`config.mk`:
```
export PLATFORM = sky130hd
export DESIGN_NAME = roic_pixel_capture
export DESIGN_NICKNAME = d
export VERILOG_FILES = /design/src/rtl/roic_pkg.sv /design/src/rtl/roic_capture_fifo.sv /design/src/rtl/roic_pixel_capture.sv
export SDC_FILE = /design/constraint.sdc
export NUM_CORES = 1
export LEC_CHECK = 0
export CAP_MARGIN = 20
export CORE_ASPECT_RATIO = 0.7
export CORE_MARGIN = 5
export CORE_UTILIZATION = 50
export DETAILED_ROUTE_END_ITERATION = 8
export PLACE_DENSITY = 0.67
export SLEW_MARGIN = 5
export SYNTH_ARGS = -nofsm -noshare
export SYNTH_HDL_FRONTEND = slang
export SYNTH_SLANG_ARGS = --single-unit
```
`constraint.sdc`:
```
create_clock -name clk -period 6.8 [get_ports clk]
set_input_delay 1.7 -clock clk [delete_from_list [all_inputs] [get_ports clk]]
set_output_delay 1.7 -clock clk [all_outputs]
set_load 0.05 [all_outputs]
```
`src/rtl/roic_pkg.sv`:
```
// Shared types and helpers for the ROIC pixel capture slice.
// Holds the array geometry, the capture FSM state encoding, the FIFO entry
// payload, and the one-hot select decoder used by the capture front end.
package roic_pkg;

  localparam int unsigned ROIC_ROWS   = 2;
  localparam int unsigned ROIC_COLS   = 10;
  localparam int unsigned ROIC_DATA_W = 12;
  localparam int unsigned ROIC_ROW_W  = (ROIC_ROWS > 1) ? $clog2(ROIC_ROWS) : 1;
  localparam int unsigned ROIC_COL_W  = (ROIC_COLS > 1) ? $clog2(ROIC_COLS) : 1;

  // Encoder scan width; row/column enables are zero-extended to this.
  localparam int unsigned SCAN_W = 16;

  typedef enum logic [2:0] {
    CAP_IDLE      = 3'd0,
    CAP_SETTLE    = 3'd1,
    CAP_CONVERT   = 3'd2,
    CAP_WAIT_DONE = 3'd3,
    CAP_STORE     = 3'd4
  } cap_state_e;

  typedef struct packed {
    logic [ROIC_DATA_W-1:0] data;
    logic [ROIC_ROW_W-1:0]  row;
    logic [ROIC_COL_W-1:0]  col;
    logic                   sof;
    logic                   eof;
  } pix_entry_t;

  typedef struct packed {
    logic                  valid;  // both enables exactly one-hot
    logic                  err;    // neither legal nor idle
    logic [ROIC_ROW_W-1:0] row;
    logic [ROIC_COL_W-1:0] col;
  } sel_t;

  function automatic logic onehot_scan(input logic [SCAN_W-1:0] v);
    return (v != '0) && ((v & (v - SCAN_W'(1))) == '0);
  endfunction

  function automatic logic [3:0] encode_scan(input logic [SCAN_W-1:0] v);
    logic [3:0] idx;
    idx = '0;
    for (int i = 0; i < int'(SCAN_W); i++) begin
      if (v[i]) idx = 4'(i);
    end
    return idx;
  endfunction

  // Both-zero is idle; anything else that is not a clean one-hot pair is an error.
  function automatic sel_t decode_sel(input logic [ROIC_ROWS-1:0] r,
                                      input logic [ROIC_COLS-1:0] c);
    sel_t s;
    logic r_oh;
    logic c_oh;
    logic idle;
    r_oh    = onehot_scan(SCAN_W'(r));
    c_oh    = onehot_scan(SCAN_W'(c));
    idle    = (r == '0) && (c == '0);
    s.valid = r_oh && c_oh;
    s.err   = !(r_oh && c_oh) && !idle;
    s.row   = ROIC_ROW_W'(encode_scan(SCAN_W'(r)));
    s.col   = ROIC_COL_W'(encode_scan(SCAN_W'(c)));
    return s;
  endfunction

endpackage

```
`src/rtl/roic_capture_fifo.sv`:
```
// Synchronous FIFO of pix_entry_t with a registered head.
// The head register counts toward DEPTH, so at most DEPTH entries are held.
// Ports:
//   clk, rst_n        clock, async active-low reset
//   push, push_entry  write request and payload (ignored when full without pop)
//   pop               consumer ready; only effective while head_valid
//   head_valid, head  registered stream head
//   full_c            combinational: DEPTH entries held
module roic_capture_fifo
  import roic_pkg::*;
#(
  parameter int unsigned DEPTH = 4
) (
  input  logic       clk,
  input  logic       rst_n,
  input  logic       push,
  input  pix_entry_t push_entry,
  input  logic       pop,
  output logic       head_valid,
  output pix_entry_t head,
  output logic       full_c
);

  localparam int unsigned PTR_W = (DEPTH > 1) ? $clog2(DEPTH) : 1;
  localparam int unsigned CNT_W = PTR_W + 1;

  pix_entry_t       mem [DEPTH];
  logic [PTR_W-1:0] wr_ptr_q;
  logic [PTR_W-1:0] rd_ptr_q;
  logic [CNT_W-1:0] mem_cnt_q;
  logic [CNT_W-1:0] total_c;
  logic             pop_ok_c;
  logic             push_ok_c;
  logic             load_c;

  // Occupancy includes the head register.
  assign total_c   = mem_cnt_q + CNT_W'(head_valid);
  assign full_c    = (total_c == CNT_W'(DEPTH));
  assign pop_ok_c  = pop && head_valid;
  assign push_ok_c = push && (!full_c || pop_ok_c);
  // Head refills from storage when empty or being consumed.
  assign load_c    = (!head_valid || pop_ok_c) && (mem_cnt_q != '0);

  // Storage array, no reset needed: occupancy is tracked by the counters.
  always_ff @(posedge clk) begin
    if (push_ok_c) mem[wr_ptr_q] <= push_entry;
  end

  // Pointers, occupancy and the registered head.
  always_ff @(posedge clk or negedge rst_n) begin
    if (!rst_n) begin
      wr_ptr_q   <= '0;
      rd_ptr_q   <= '0;
      mem_cnt_q  <= '0;
      head_valid <= 1'b0;
      head       <= '0;
    end else begin
      if (push_ok_c) wr_ptr_q <= wr_ptr_q + PTR_W'(1);
      if (load_c)    rd_ptr_q <= rd_ptr_q + PTR_W'(1);
      mem_cnt_q <= mem_cnt_q + CNT_W'(push_ok_c) - CNT_W'(load_c);
      if (load_c) begin
        head       <= mem[rd_ptr_q];
        head_valid <= 1'b1;
      end else if (pop_ok_c) begin
        head_valid <= 1'b0;
      end
    end
  end

endmodule

```
`src/rtl/roic_pixel_capture.sv`:
```
// Pixel capture stage behind the ROIC row/column traversal FSM.
// Detects each newly selected pixel, waits the analog settle time, runs one
// ADC handshake, tags the sample with address and frame flags, and queues it
// on a valid/ready stream.
// Ports:
//   clk, rst_n                  clock, async active-low reset
//   row_enable, col_enable      one-hot pixel select
//   adc_start / adc_done, adc_data   conversion handshake
//   pix_valid/pix_ready, pix_data/row/col/sof/eof   output stream
//   overflow, sel_err           sticky status, cleared by reset only
module roic_pixel_capture
  import roic_pkg::*;
#(
  parameter int unsigned NUM_ROWS   = ROIC_ROWS,
  parameter int unsigned NUM_COLS   = ROIC_COLS,
  parameter int unsigned DATA_W     = ROIC_DATA_W,
  parameter int unsigned SETTLE     = 8,
  parameter int unsigned FIFO_DEPTH = 4
) (
  input  logic                  clk,
  input  logic                  rst_n,
  input  logic [NUM_ROWS-1:0]   row_enable,
  input  logic [NUM_COLS-1:0]   col_enable,
  output logic                  adc_start,
  input  logic                  adc_done,
  input  logic [DATA_W-1:0]     adc_data,
  output logic                  pix_valid,
  input  logic                  pix_ready,
  output logic [DATA_W-1:0]     pix_data,
  output logic [ROIC_ROW_W-1:0] pix_row,
  output logic [ROIC_COL_W-1:0] pix_col,
  output logic                  pix_sof,
  output logic                  pix_eof,
  output logic                  overflow,
  output logic                  sel_err
);

  localparam int unsigned CNT_W = 8;

  cap_state_e            state_q;
  cap_state_e            state_d;
  logic [CNT_W-1:0]      cnt_q;
  logic [CNT_W-1:0]      cnt_d;
  sel_t                  sel_c;
  logic [ROIC_ROW_W-1:0] row_q;
  logic [ROIC_COL_W-1:0] col_q;
  logic [ROIC_ROW_W-1:0] last_row_q;
  logic [ROIC_COL_W-1:0] last_col_q;
  logic                  last_none_q;
  logic                  prev_valid_q;
  logic [DATA_W-1:0]     data_q;
  logic                  trig_c;
  logic                  same_addr_c;
  logic                  push_c;
  logic                  pop_c;
  logic                  fifo_full_c;
  pix_entry_t            push_entry_c;
  pix_entry_t            head;

  assign sel_c       = decode_sel(row_enable, col_enable);
  assign same_addr_c = (sel_c.row == row_q) && (sel_c.col == col_q);
  // New pixel: different from the last stored address, or re-selected after a gap.
  assign trig_c      = sel_c.valid &&
                       (!prev_valid_q || last_none_q ||
                        (sel_c.row != last_row_q) || (sel_c.col != last_col_q));

  // Capture FSM next state.
  always_comb begin
    state_d = state_q;
    cnt_d   = cnt_q;
    case (state_q)
      CAP_IDLE: begin
        if (trig_c) begin
          state_d = CAP_SETTLE;
          cnt_d   = '0;
        end
      end
      CAP_SETTLE: begin
        if (!sel_c.valid || !same_addr_c) begin
          state_d = CAP_IDLE;
        end else if (cnt_q == CNT_W'(SETTLE - 1)) begin
          state_d = CAP_CONVERT;
        end else begin
          cnt_d = cnt_q + CNT_W'(1);
        end
      end
      CAP_CONVERT:   state_d = CAP_WAIT_DONE;
      CAP_WAIT_DONE: if (adc_done) state_d = CAP_STORE;
      CAP_STORE:     state_d = CAP_IDLE;
      default:       state_d = CAP_IDLE;
    endcase
  end

  // State, datapath latches and sticky status.
  always_ff @(posedge clk or negedge rst_n) begin
    if (!rst_n) begin
      state_q      <= CAP_IDLE;
      cnt_q        <= '0;
      adc_start    <= 1'b0;
      row_q        <= '0;
      col_q        <= '0;
      last_row_q   <= '0;
      last_col_q   <= '0;
      last_none_q  <= 1'b1;
      prev_valid_q <= 1'b0;
      data_q       <= '0;
      overflow     <= 1'b0;
      sel_err      <= 1'b0;
    end else begin
      state_q      <= state_d;
      cnt_q        <= cnt_d;
      adc_start    <= (state_d == CAP_CONVERT);
      prev_valid_q <= sel_c.valid;
      if (state_q == CAP_IDLE && trig_c) begin
        row_q <= sel_c.row;
        col_q <= sel_c.col;
      end
      if (state_q == CAP_WAIT_DONE && adc_done) data_q <= adc_data;
      // A dropped sample still counts as visited so it is not re-captured.
      if (state_q == CAP_STORE) begin
        last_row_q  <= row_q;
        last_col_q  <= col_q;
        last_none_q <= 1'b0;
        if (fifo_full_c && !pop_c) overflow <= 1'b1;
      end
      if (sel_c.err) sel_err <= 1'b1;
    end
  end

  assign push_c = (state_q == CAP_STORE);
  assign pop_c  = pix_valid && pix_ready;

  always_comb begin
    push_entry_c      = '0;
    push_entry_c.data = ROIC_DATA_W'(data_q);
    push_entry_c.row  = row_q;
    push_entry_c.col  = col_q;
    push_entry_c.sof  = (row_q == '0) && (col_q == '0);
    push_entry_c.eof  = (row_q == ROIC_ROW_W'(NUM_ROWS - 1)) &&
                        (col_q == ROIC_COL_W'(NUM_COLS - 1));
  end

  roic_capture_fifo #(
    .DEPTH (FIFO_DEPTH)
  ) u_fifo (
    .clk        (clk),
    .rst_n      (rst_n),
    .push       (push_c),
    .push_entry (push_entry_c),
    .pop        (pix_ready),
    .head_valid (pix_valid),
    .head       (head),
    .full_c     (fifo_full_c)
  );

  assign pix_data = DATA_W'(head.data);
  assign pix_row  = head.row;
  assign pix_col  = head.col;
  assign pix_sof  = head.sof;
  assign pix_eof  = head.eof;

endmodule

```
## Word level (Yosys, flattened, before mapping)

Memories as Yosys holds them, arrays and structs flattened. A register that Yosys moved wholly into a read port is not among the register bits.
Cells that the tools add are included.
W data, S select, Z words.

| cells by class | value |
|---|---|
| add/subtract/negate cells | 8 |
| equality and inequality tests | 15 |
| multiplexer cells | 23 |
| bitwise logic cells | 3 |
| reductions and logical operators | 42 |

Operators by type and width:

| cell | number |
|---|---|
| $logic_not A16 Y1 | 2 |
| $mux W4 | 7 |
| $mux W8 | 3 |
| $and A10 B16 Y16 | 1 |
| $and A2 B16 Y16 | 1 |
| $pmux W8 S2 | 1 |
| $logic_and A1 B1 Y1 | 15 |
| $mux W3 | 4 |
| $pmux W3 S4 | 1 |
| $sub A10 B1 Y11 const B | 1 |
| $logic_not A10 Y1 | 1 |
| $reduce_bool A10 Y1 | 1 |
| $eq A3 B2 Y1 const B | 3 |
| $add A8 B1 Y8 const B | 1 |
| $eq A8 B3 Y1 const B | 1 |
| $logic_not A1 Y1 | 8 |
| $add A3 B1 Y3 | 2 |
| $eq A3 B3 Y1 const B | 2 |
| $logic_or A1 B1 Y1 | 6 |
| $mux W1 | 6 |
| $ne A2 B2 Y1 const B | 3 |
| $reduce_bool A2 Y1 | 3 |
| $add A2 B1 Y2 const B | 2 |
| $eq A4 B4 Y1 | 1 |
| 15 further kinds | 15 |

| storage, ports and cells | value |
|---|---|
| register bits | 46 |
| RAM bits | 76 |
| memories | 1 |

Memories:

| name | words | width | read ports | clocked after Yosys merged registers in | write ports | line | text |
|---|---|---|---|---|---|---|---|
| u_fifo.mem | 4 | 19 | 1 | 1 | 1 | roic_capture_fifo.sv:27 | `pix_entry_t mem [DEPTH];` |

## Logic depth before layout (Yosys ltp)

Gate-level depths: netlist of the first run.

| depth | value |
|---|---|
| word-level depth | 16 |
| gate-level depth with buffers | 12 |
| depth with buffers taken out | 11 |

## Hierarchy

Synthesis of the first run repeated with hierarchy kept, for this count alone.

| unflattened totals | value |
|---|---|
| cell total of the unflattened synthesis | 398 |
| area, all modules | 6,118.4 µm² |

By module, submodules not included:

| module | times used | cells each | area an instance (µm²) |
|---|---|---|---|
| roic_capture_fifo | 1 | 181 | 4,005.1 |
| roic_pixel_capture | 1 | 217 | 2,113.3 |

## Least setup slack after synthesis of the first run

No wires, ideal clock.

| timing | value |
|---|---|
| kind | input-to-reg |
| start point | input col_enable[5] |
| end point | register cnt_q[2] |
| arrival | 3,689 ps |
| required time | 6,723 ps |
| slack | 3,034 ps |
| stages | 9 |
| buffers on the path | 2 |
| cell sequence | buf_2 nor4_2 xnor2_1 nand4b_1 and3_1 buf_6 or2_4 or4_1 a21oi_1 |

| between the ends | value |
|---|---|
| cells in the longest elaborated chain, start to end | 11 |

Ends and longest elaborated chain:

| element | line | text |
|---|---|---|
| start: declaration | roic_pixel_capture.sv:23 | `input logic [NUM_COLS-1:0] col_enable,` |
| branches (longest 10 deep; another with $sub A10 B1 Y11) | n/a |  |
| $reduce_and A4 Y1 (no source line) (*) | n/a |  |
| end signal: assignment | roic_pixel_capture.sv:111 | `cnt_q <= cnt_d;` |
| end: declaration | roic_pixel_capture.sv:42 | `logic [CNT_W-1:0] cnt_q;` |

Mark *: on every way between the ends.
A chain may end at the register's enable or synchronous reset.

## Worst setup path in the final report of the first run

| timing | value |
|---|---|
| start point | input col_enable[7] |
| end point | register cnt_q[0] |

| between the ends | value |
|---|---|
| cells in the longest elaborated chain, start to end | 9 |

Ends and longest elaborated chain:

| element | line | text |
|---|---|---|
| $sub A10 B1 Y11 or $mux W4 (tied branches) | roic_pkg.sv:39, roic_pkg.sv:46 |  |
| $and A10 B16 Y16 or $mux W4 (tied branches) | roic_pkg.sv:39, roic_pkg.sv:46 |  |
| $logic_not A16 Y1 or $mux W4 (tied branches) | roic_pkg.sv:39, roic_pkg.sv:46 |  |
| $logic_and A1 B1 Y1 or $eq A4 B4 Y1 (tied branches) | roic_pkg.sv:39, roic_pixel_capture.sv:61 |  |
| $logic_and A1 B1 Y1 (on tied branches) | roic_pkg.sv:61, roic_pixel_capture.sv:61 |  |
| $logic_not A1 Y1 | roic_pixel_capture.sv:79 | `if (!sel_c.valid \|\| !same_addr_c) begin` |
| $logic_or A1 B1 Y1 | roic_pixel_capture.sv:79 |  |
| $ne A2 B2 Y1 (no source line) | n/a |  |
| $reduce_and A4 Y1 (no source line) (*) | n/a |  |

Every way passes the cells marked *; elsewhere a longest branch is shown, timed or not.

==> results of run 1 <==
worst max-delay path, cell delays in order:
cell and delay [ns]:
clkdlybuf4s50_1 0.56, nor4_2 0.71, nand4b_1 0.19, nand3b_1 0.13, nand4_1 0.49, a2111oi_4 0.93, a41oi_1 0.17, mux2_2 0.32
Yosys cell counts (4+ instances only):
master	count
nand4_1	5
o21ai_0	7
nand3_1	5
nor4_1	8
o31ai_1	4
or4_1	4
mux4_2	19
edfxtp_1	76
dfrtp_1	64
a21oi_1	8
clkbuf_1	9
ha_1	10
inv_1	15
xnor2_1	10
nor2_1	15
and2_1	4
mux2_2	27
nor3_1	6
nand2_1	47
registers in the layout, summed over array words and instances (netlist names), 3 cells and up:
| signal | cells |
|---|---|
| cnt_q | 8 |
| last_col_q | 4 |
| data_q | 12 |
| state_q | 3 |
| u_fifo.mem_cnt_q | 3 |
| u_fifo.head | 19 |
| u_fifo.mem | 76 |
| col_q | 4 |
power groups by stage:
stage               registers, mW  clock network [mW]  logic [mW]
floorplan                   0.929                   0      0.0283
detailed placement          0.936                   0      0.0561
CTS                         0.919               0.925      0.0562
global route                0.920               0.968      0.0625
global placement            0.935                   0      0.0546
finish                      0.919               0.905      0.0557
path summary, 6_finish.rpt:
check | start | end | slack [ns] | cells past startpoint
setup / recovery | col_enable[7] | cnt_q[0]$_DFFE_PN0P_ | 1.88 | 8
hold / removal | sel_err$_DFFE_PN0P_ | sel_err$_DFFE_PN0P_ | 0.46 | 1
setup reg to reg | u_fifo.head_valid$_DFFE_PN0P_ | u_fifo.mem[1][16]$_DFFE_PP_ | 3.94 | 7
hold reg to reg | sel_err$_DFFE_PN0P_ | sel_err$_DFFE_PN0P_ | 0.46 | 1
max in group asynchronous | rst_n | u_fifo.head[16]$_DFFE_PN0P_ | 4.74 | 2
min in group asynchronous | rst_n | u_fifo.mem_cnt_q[1]$_DFF_PN0_ | 1.48 | 2
per-layer routing:
layer  part of all wire [%]  global-route usage [%]  vias up
met4                    1.4                   5.212        0
met1                     49                   24.61     1715
met2                     45                   24.53       87
li1                       -                       -     1604
met5                      0                       0        -
met3                    4.5                   4.979       14
through the flow:
step | hold slack (ns) | power (mW)
finish | 0.4566 | 1.880
floorplan | 0.4478 | 0.9574
CTS | 0.4619 | 1.900
global placement | 0.4529 | 0.9897
global route | 0.4776 | 1.950
detailed placement | 0.4437 | 0.9917
kinds of logic after synthesis:
kind of cell | count (synthesis) | share of synthesized area (%)
buf+inv | 31 | 2.280
fa+ha+maj | 12 | 2.618
flops | 141 | 65.97
xor+xnor | 13 | 1.921
compound gates | 32 | 3.884
simple gates | 123 | 10.98
mux | 46 | 12.35
area by class of cell:
class	instances	area [µm²]
fill	883	4477
sequential	141	3910
multi-input combinational	226	1886
timing repair buffer	54	525.5
clock buffer	25	506.7
tap	157	196.4
clock inverter	7	86.33
inverter	15	56.30
==> results.tsv, run 1 <==
metric	value	unit
endpoint_kind	flop	
clock-root-buffer	clkbuf_16	
synth-seq-cells	141	
final-hold-violation-count	0	
final_nets	494	
drv_cap	0	
areaGrowthSynthToFinish	20.92	%
dieArea	14170	µm²
cts_setup_buffers	0	
clkLatencyLatePin	0.41	ns
slew-limit-headroom	28.68	%
final_max_slew_viol_count	0	
path_class	in -> reg	
port_buffers	50	
yosysSeqAreaShare	65.97	%
synth_ff_type	edfxtp_1	
fp.coreArea	11640	µm²
cellLeakagePower	2.997	nW
first_pass_iters	4	
h-tree-depth	4	
tritoncts	done	
synth.largest_area_cell	edfxtp_1	
finalSetupViolCount	0	
final_cells	625	
worstPathRequired	7.09	ns
vdd_drop_max	0.0001881	V
pwr-share-clk	48.1	%
worst_slew_pin_slew	1.070	ns
yosys_warnings	0	
ctsLongestPathBuffers	2	
final_util	61.55	%
synth_edf_count	76	
cp.arrival	5.21	ns
grt_setup_unrepaired	no	
die_w	140.1	µm
dp.cells	593	
fin_area	7167	µm²
wl_per_cell	17.34	µm
drive_gt1_share	18.59	%
pre_cts_ws	1.474	ns
clock-sinks	141	
setup-tns-final	0	ns
grt_max_degree	66	
grt_pass1_vias	3510	
overflow	0	
post_cts_resized	0	
drtAntennaViolNets	0	
switching_share	19.16	%
setup_slack	1.878	ns
synth_cell_types	52	
path_max_fanout	15	
grt_pass1_wl	18160	µm
dp_hpwl	6975	µm
powerDensity	262.3	nW/µm²
ioPinCount	51	
fmax	0.2032	GHz
n_antenna_cell	0	
routed_wl	10840	µm
start_util	50.90	%
finClkSkew	0.006908	ns
cts.clk_slew.worst_paths	0.05	ns
yosysTopAreaCellShare	38.51	%
via_count	3420	
die_h	101.1	µm
row_count	33	
finalWeightedCongestion	0.8056	
cp-start-kind	primary input	
cts_hold_buf	0	
final_cell_mix	76 x edfxtp_1, 64 x dfrtp_1, 49 x clkdlybuf4s50_1	
fin_crit	4.922	ns
synth_area_per_cell	14.89	µm²
cts_inserted_buffers	17	
status	finished, final reports clean	
synth_cells	398	
async_reset_ff_share	46.10	%
pwr-share-seq	48.9	%
p_sw	0.3602	mW
via_per_inst	5.472	
drc	0	
grt_antenna_before_repair	0	
final_common_cell	edfxtp_1	
min_path_type	reg -> reg	
synth.area.top_cells	edfxtp_1 39%, dfrtp_1 27%, mux4_2 7.2%	
syn_nets	437	
first_iter_violations	322	
internal_power	1.520	mW
min_period_over_period	72.38	%
combPwrFrac	3.0	%
track_usage	16.82	%
synthesis.area	5927	µm²
place_area	6574	µm²
No activity file was read; power rests on OpenSTA's default activity.
==> inputs of run 2 (changes only) <==
clock period = 4.6 ns   (was 6.8 ns; I/O delays follow)
==> run 2 against run 1 <==
Cell area increased by 0.49%. Highest routed layer unchanged. Core utilization grew 0.30 points. First-iteration DRC count down 24%. Power up 41%. Via count increased by 1.3%. Global-route usage increased by 0.27 points. Largest cell class unchanged. Largest power group unchanged.
==> results.tsv, run 2 (synthesis results as in run 1) <==
metric	value	unit
worst_slew_pin_slew	0.9832	ns
final_cells	635	
largest_register	u_fifo.mem	
path_class	in -> reg	
cellLeakagePower	3.033	nW
path_max_fanout	9	
min_period_over_period	79.01	%
setup_slack	0.9654	ns
setup-tns-final	0	ns
cp.arrival	3.92	ns
drv_cap	0	
p_total	2.656	mW
rrSetupSlack	1.94	ns
via_per_inst	5.458	
cts_setup_buffers	0	
fin_area	7202	µm²
final-hold-violation-count	0	
hold_path_end	sel_err$_DFFE_PN0P_	
wl_per_cell	17.57	µm
vdd_drop_max	0.0002894	V
final_nets	504	
crit_chain	clkdlybuf4s50_1, inv_1, a221oi_1, o31ai_1, xor2_1, a2111oi_4, buf_4, mux2_2	
post_cts_resized	0	
fin_crit	3.635	ns
hold_depth	1	
cpPeakStageDelay	0.66	ns
final_util	61.85	%
port_buffers	50	
place_area	6641	µm²
n_antenna_cell	0	
cp-start-kind	primary input	
routed_wl	11160	µm
cts.clk_slew.worst_paths	0.05	ns
fp.coreArea	11640	µm²
crit_family	compound AO/OA/AOI/OAI gates	
first_iter_violations	246	
grt_max_degree	43	
die_h	101.1	µm
drtAntennaViolNets	0	
cts_inserted_buffers	17	
die_w	140.1	µm
clock-sinks	141	
final_max_slew_viol_count	0	
row_count	33	
clock-root-buffer	clkbuf_16	
worst_r2r_path_depth	11	
ctsLongestPathBuffers	2	
top_regs	u_fifo.mem: 76 flops, u_fifo.head: 19 flops, data_q: 12 flops	
overflow	0	
grt_setup_unrepaired	no	
grt_antenna_before_repair	0	
finalSetupViolCount	0	
whs	0.4626	ns
worstPathRequired	4.89	ns
powerDensity	368.8	nW/µm²
dieArea	14170	µm²
min_from	sel_err$_DFFE_PN0P_	
grt_pass1_vias	3586	
ioPinCount	51	
finClkSkew	0.008473	ns
areaGrowthSynthToFinish	21.51	%
h-tree-depth	4	
track_usage	17.09	%
grt_pass1_wl	18560	µm
dp_hpwl	7158	µm
status	finished, final reports clean	
pre_cts_ws	0.5838	ns
drive_gt1_share	20.50	%
largest_register_ffs	76	
finalWeightedCongestion	0.8186	
clkLatencyLatePin	0.41	ns
dp.cells	602	
drc	0	
final_common_cell	edfxtp_1	
r2r-end	u_fifo.mem_cnt_q[2]$_DFF_PN0_	
endpoint_kind	flop	
fillers	861	
final_cell_mix	76 x edfxtp_1, 64 x dfrtp_1, 49 x clkdlybuf4s50_1	
min_path_type	reg -> reg	
fmax	0.2751	GHz
via_count	3466	
first_pass_iters	4	
tritoncts	done	
cts_hold_buf	0	
critPathBufInv	3	
reg2reg_from	u_fifo.head_valid$_DFFE_PN0P_	
slowest_stage	a2111oi_4	
start_util	50.90	%
slew-limit-headroom	34.46	%
[run 2: final cells by class]
| type | instances | area (µm²) | share of cell area [%] |
|---|---|---|---|
| clock buffer | 24 | 491.7 | 6.828 |
| clock inverter | 8 | 41.29 | 0.5733 |
| inverter | 15 | 56.30 | 0.7818 |
| multi-input combinational | 226 | 1886 | 26.18 |
| sequential | 141 | 3910 | 54.29 |
| tap | 157 | 196.4 | 2.728 |
| timing repair buffer | 64 | 620.6 | 8.617 |
[run 2: worst max-delay path by stage]
stage                   from              endpoint  depth (start not counted)
3_5_place_dp   col_enable[5]  col_q[1]$_DFFE_PN0P_                          8
5_1_grt        col_enable[5]  col_q[1]$_DFFE_PN0P_                          8
4_1_cts        col_enable[5]  col_q[1]$_DFFE_PN0P_                          8
6_report       col_enable[5]  col_q[1]$_DFFE_PN0P_                          8
2_1_floorplan  col_enable[5]  cnt_q[2]$_DFFE_PN0P_                          9
3_3_place_gp   col_enable[5]  col_q[1]$_DFFE_PN0P_                          8
[run 2: power breakdown]
| group | switching [mW] | total (mW) | internal, mW | leakage, nW |
|---|---|---|---|---|
| Clock | 0.472 | 1.21 | 0.738 | 0.267 |
| Sequential | 0.0201 | 1.36 | 1.34 | 1.70 |
| Combinational | 0.0457 | 0.0865 | 0.0408 | 1.06 |
[run 2: metal layers]
metal  share of wire, %  vias to the layer above  global-route usage (%)
met5                  0                        -                       0
met4               0.77                        0                   5.882
met3                4.7                       11                   4.647
met2                 48                       85                   26.38
met1                 46                     1739                   23.78
li1                   -                     1631                       -
